**src/rtl/match_tally.sv**
```systemverilog
// ============================================================================
// match_tally : turns each high run of ans_in into one event, keeps a
//               saturating total and a per-window count with threshold alarm.
// Rev 1.0
// ============================================================================
`default_nettype none

module match_tally #(
  parameter int CNT_W  = 8,
  parameter int WINDOW = 16,
  parameter int THRESH = 3
) (
  input  logic             clk,
  input  logic             rst_n,
  input  logic             ans_in,
  input  logic             clr,
  output logic [CNT_W-1:0] total,
  output logic [CNT_W-1:0] win_count,
  output logic             win_valid,
  output logic             alarm,
  output logic             overflow
);

  localparam int               PH_W      = (WINDOW > 2) ? $clog2(WINDOW) : 1;
  localparam logic [PH_W-1:0]  c_PH_LAST = PH_W'(WINDOW - 1);
  localparam logic [CNT_W-1:0] c_MAX     = {CNT_W{1'b1}};
  localparam logic [CNT_W-1:0] c_MAX_M1  = c_MAX - 1'b1;
  localparam logic [CNT_W-1:0] c_THRESH  = CNT_W'(THRESH);

  logic             r_prev;
  logic [PH_W-1:0]  r_ph;
  logic [CNT_W-1:0] r_run;
  logic [CNT_W-1:0] r_total;
  logic [CNT_W-1:0] r_win_count;
  logic             r_win_valid;
  logic             r_alarm;
  logic             r_overflow;

  logic             w_event;
  logic             w_close;
  logic [CNT_W-1:0] w_run_next;

  assign w_event    = ans_in & ~r_prev;
  assign w_close    = (r_ph == c_PH_LAST);
  // An event on the closing edge is folded into the closing window's count.
  assign w_run_next = (w_event && (r_run != c_MAX)) ? r_run + 1'b1 : r_run;

  always_ff @(posedge clk or negedge rst_n) begin
    if (!rst_n) begin
      r_prev      <= 1'b0;
      r_ph        <= '0;
      r_run       <= '0;
      r_total     <= '0;
      r_win_count <= '0;
      r_win_valid <= 1'b0;
      r_alarm     <= 1'b0;
      r_overflow  <= 1'b0;
    end else if (clr) begin
      // Capture the current level so an already-high ans_in is not recounted.
      r_prev      <= ans_in;
      r_ph        <= '0;
      r_run       <= '0;
      r_total     <= '0;
      r_win_count <= '0;
      r_win_valid <= 1'b0;
      r_alarm     <= 1'b0;
      r_overflow  <= 1'b0;
    end else begin
      r_prev <= ans_in;

      if (w_event && (r_total != c_MAX)) begin
        r_total <= r_total + 1'b1;
        if (r_total == c_MAX_M1) begin
          r_overflow <= 1'b1;
        end
      end

      if (w_close) begin
        r_ph        <= '0;
        r_run       <= '0;
        r_win_count <= w_run_next;
        r_win_valid <= 1'b1;
        r_alarm     <= (w_run_next >= c_THRESH);
      end else begin
        r_ph        <= r_ph + 1'b1;
        r_run       <= w_run_next;
        r_win_valid <= 1'b0;
      end
    end
  end

  assign total     = r_total;
  assign win_count = r_win_count;
  assign win_valid = r_win_valid;
  assign alarm     = r_alarm;
  assign overflow  = r_overflow;

endmodule

`default_nettype wire
```
**config.mk**
```make
export PLATFORM = sky130hd
export DESIGN_NAME = match_tally
export DESIGN_NICKNAME = d
export VERILOG_FILES = /design/src/rtl/match_tally.sv
export SDC_FILE = /design/constraint.sdc
export NUM_CORES = 1
export LEC_CHECK = 0
export CORE_MARGIN = 5
export CORE_UTILIZATION = 47
export DETAILED_ROUTE_END_ITERATION = 8
export PLACE_DENSITY_LB_ADDON = 0.2
export SYNTH_ARGS = -nofsm -noshare
export SYNTH_HDL_FRONTEND = slang
export SYNTH_SLANG_ARGS = --single-unit
export TNS_END_PERCENT = 1
```
**constraint.sdc**
```tcl
create_clock -name clk -period 1.6 [get_ports clk]
set_input_delay 0.32 -clock clk [delete_from_list [all_inputs] [get_ports clk]]
set_output_delay 0.32 -clock clk [all_outputs]
set_load 0.02 [all_outputs]
```
==> results <==
- Entering global routing, the biggest net connects 33 pins.
- In this run the critical register-to-register path is launched from r_run[5].
- Setup slack on the worst reg-to-reg path comes out at -0.02 ns.
- The worst endpoint data arrival time is 1.84 ns.
- The area of the die is 4441 um2.
- The global router's overall resource usage is between 10% and 20%.
- The total net switching power is between 0.3 and 0.4 mW.
- Once routing completed, OpenROAD measured the worst setup slack at -0.01830 ns.
- Internal power comes to around 1.1 mW.
- The post-synthesis area per instance is ~11 um2.
- The final cycle utilization of the critical path is 101.1%.
- The worst hold path belongs to the class primary input to register.
- Summed over all cells, the static leakage comes to 0.9904 nW.
- The CTS clock-pin slew for the worst setup and hold paths is roughly 0.1 ns.
- The count of nets left with antenna violations once routing finished came out at 0.
- Measured along the y axis, the die boundary spans 66.64 um.
- Summed over all layers, the routed wires come to about 3400 um.
- Setup repair after global routing could not meet its margin everywhere.
- Yosys attributes the largest share of cell area to sky130_fd_sc_hd__dfrtp_1, sky130_fd_sc_hd__nor2_1, sky130_fd_sc_hd__xor2_1, sky130_fd_sc_hd__ha_1, sky130_fd_sc_hd__nand2_1.
- The clock share of power is 33.2%.
- The number of enable flip-flop cells after synthesis is 0.
- The total inserted antenna cells is 0.
- At the worst endpoint, the required time is about 1.8 ns.
- The headroom to the max-slew limit is about 73%.
- The vias per cell is between 5 and 6.
- The clock passes through at most 2 buffers.
- Summed over its instances, the top area cell type makes up 53.11% of the synthesized netlist area.
- The share of synthesized flip-flops with an asynchronous set or reset is 100.0%.
- The worst hold path terminates at r_prev.
- The element type at the critical path start is a register.
- The minimum period implied by the final worst setup slack is roughly 1.6 ns.
- The CTS tree is done.
- The number of placed instances, taps included, is roughly 230.
- The synthesized design spends more area on one cell type than any other, namely sky130_fd_sc_hd__dfrtp_1.
- Summing over every cut layer, the via total after detailed routing is ~1,200.
- Counting instances, the worst hold path has a depth of 1.
- The highest fanout seen on the critical path is 4.
- The critical register-to-register path endpoint is alarm.
- Synthesis handed over a netlist of 141 instances.
- The initial antenna violation count came to 0.
- Derived from the worst setup path, the maximum achievable clock frequency is between 600 and 700 MHz.
- The type of the worst setup path is register to register.
- The worst setup path is captured at a register.
- The later pin in the worst-skew pair is clocked with a latency of roughly 0.35 ns.
- The number of nets in the final layout is approximately 200.
- Summing every instance area after synthesis gives roughly 1500 um2.
- The power density over the cells is slightly above 700 nW/um2.
- Routability-driven placement finished with a final weighted congestion of 0.8508.
- The final reports fail on setup timing.
- Power comes to approximately 1.4 mW.
- Detailed placement finished with a half-perimeter wire length of 2478 um.
- CTS built an H-tree with a depth of 2.
- The clock drives 32 sinks.
- The count of port buffers added during placement is 22.
- The post-synthesis to final-layout area growth is 36.51%.
- The top-level port count is 23.
- The clock tree skew after final layout is around 0.01 ns.
- Counting flops and latches in the post-synthesis netlist gives 32.
- The count of maximum capacitance violations is 0.
- At the pin with the least slew margin, the transition time is 0.4042 ns.
- The flow ran to the end, but the final reports show violations.
- Summed over all failing endpoints, the final setup total negative slack is -0.01830 ns.
- For the worst flop-to-flop path, the logic depth is 5.
- The number of violations reported at the end of detailed-routing iteration 0 is 65.
- The number of different library cells used by synthesis comes to 31.
- The finished layout holds roughly 240 standard cells, fillers aside.
- The number of global-route vias before repair is between 1,000 and 1,500.
- The share of layout cells above drive strength 1 is 28.13%.
- The final max-slew violation count is 0.
- The most used flip-flop cell after synthesis is sky130_fd_sc_hd__dfrtp_1.
- The number of clock buffers added by TritonCTS is 5.
- The final setup violation count is 1.
- The worst-case IR drop observed on VDD is ~0.00046 V.
- The number of buffers inserted to repair setup after CTS is 0.
- The net count after synthesis is between 100 and 150.
- The count of synthesis-stage warnings from yosys is 0.
- The die is 66.64 um wide.
- For this configuration, the core starts out at a cell density of 48.98%.
- The detailed-router iteration count before antenna repair is 4.
- The core region area is between 3000 and 4000 um2.
- The share of the Yosys chip area taken by registers is a little over half.
- Leaving out fill and tap cells, the most frequent cells in the layout are sky130_fd_sc_hd__dfrtp_1, sky130_fd_sc_hd__buf_4, sky130_fd_sc_hd__nor2_1, sky130_fd_sc_hd__dlygate4sd2_1, sky130_fd_sc_hd__nand2_1.
- Leaving out fill and tap cells, the most frequent cell in the layout is sky130_fd_sc_hd__dfrtp_1.
- Row generation in the floorplan step produced 20 rows.
- Net switching is around 27% of the power.
- In this run, post-CTS hold repair placed 0 buffers.
- The first global-routing pass estimated 5727 um of wire.
- The final-report hold violation count is 0.
- The CTS root buffer is sky130_fd_sc_hd__clkbuf_4.
- The startpoint identified for the worst hold timing path is ans_in.
- The sequential group share of total power is between 50 and 60%.
- The share of total power in combinational logic is under 10%.
- After detailed routing, the number of remaining DRC violations is 0.
- The detail-routed net length per standard cell is ~15 um.
- After global routing the overflow that remains totals 0.
[worst max-delay path, stage by stage (launching register included)]
cell	delay [ns]
sky130_fd_sc_hd__dfrtp_1	0.46
sky130_fd_sc_hd__nand3_1	0.12
sky130_fd_sc_hd__nor4_2	0.26
sky130_fd_sc_hd__mux2_2	0.38
sky130_fd_sc_hd__nor4_2	0.16
sky130_fd_sc_hd__a311oi_2	0.12
[state kept, by name (all words and copies together) (netlist names)]
signal / flops
r_run: 8
total: 8
win_count: 8
r_ph: 4
alarm: 1
overflow: 1
r_prev: 1
win_valid: 1
[timing repair]
action | in CTS | in global routing
setup endpoints to repair | 23 | 12
resized for setup | 20 | 8
pin swaps | 3 | 2
[power groups by stage]
stage | clock network (mW) | logic (mW) | registers (mW)
after detailed placement | 0 | 0.135 | 0.851
after global routing | 0.539 | 0.149 | 0.837
after CTS | 0.495 | 0.132 | 0.835
final | 0.480 | 0.134 | 0.835
after global placement | 0 | 0.133 | 0.849
after floorplan | 0 | 0.0544 | 0.857
[per-stage QoR]
| step | utilization (%) | hold WS [ns] | instance area [um2] | setup slack, ns |
|---|---|---|---|---|
| final | 66.87 | 0.3273 | 2058 | -0.01830 |
| after global routing | 66.87 | 0.3119 | 2058 | -0.1377 |
| after CTS | 65.77 | 0.3203 | 2024 | -0.04213 |
| after detailed placement | 64.59 | 0.4595 | 1988 | -0.4597 |
| after global placement | 64.59 | 0.4475 | 1988 | -0.3684 |
| after floorplan | - | 0.02441 | 1540 | -0.02008 |
[synth_stat cells (3+ instances only)]
cell type                  count
sky130_fd_sc_hd__xor2_1        8
sky130_fd_sc_hd__ha_1          4
sky130_fd_sc_hd__nor2_1       24
sky130_fd_sc_hd__nand2_1      12
sky130_fd_sc_hd__nor3_1        3
sky130_fd_sc_hd__dfrtp_1      32
sky130_fd_sc_hd__nand2b_1      3
sky130_fd_sc_hd__nand3_1       5
sky130_fd_sc_hd__mux2i_1       3
sky130_fd_sc_hd__clkbuf_1      4
sky130_fd_sc_hd__nand4_1       3
sky130_fd_sc_hd__xnor2_1       5
sky130_fd_sc_hd__a21oi_1       6
sky130_fd_sc_hd__a211oi_1      5
sky130_fd_sc_hd__nor2b_1       5
[final cells by class]
type,count,area (um2)
multi-input cells,104,754.5
clock inverters,3,23.77
repair buffers,47,382.9
well taps,44,55.05
inverters,1,3.754
flip-flops and latches,32,800.8
clock buffers,5,37.54
fillers,273,1020
[per-layer routing]
metal,share of wire [%],global-route usage [%],vias up
li1,-,-,587
met1,46,21.51,595
met2,47,27.48,24
met3,5.0,5.228,7
met4,2.0,9.137,0
met5,0,0,-
[worst max-delay path by stage]
stage	from	to	slack [ns]	depth (start not counted)
after CTS	r_run[0]	alarm	-0.04	7
final	r_run[5]	alarm	-0.02	5
after detailed placement	ans_in	win_count[4]	-0.46	7
after floorplan	r_run[0]	alarm	-0.02	6
after global routing	r_run[1]	alarm	-0.14	6
after global placement	ans_in	alarm	-0.37	6
[kinds of logic (layout without fill, tap and decap cells)]
| group | Yosys count | in the layout | share of synthesized area [%] |
|---|---|---|---|
| multiplexers | 4 | 4 | 2.739 |
| AO/OA/AOI/OAI | 15 | 15 | 8.963 |
| XOR/XNOR | 13 | 13 | 7.552 |
| buffers and inverters | 5 | 56 | 1.244 |
| flip-flops | 32 | 32 | 53.11 |
| adder cells (fa/ha/maj) | 4 | 4 | 3.320 |
| AND/OR/NAND/NOR | 68 | 68 | 23.07 |
Note: power is estimated with default switching activity, not from simulation.
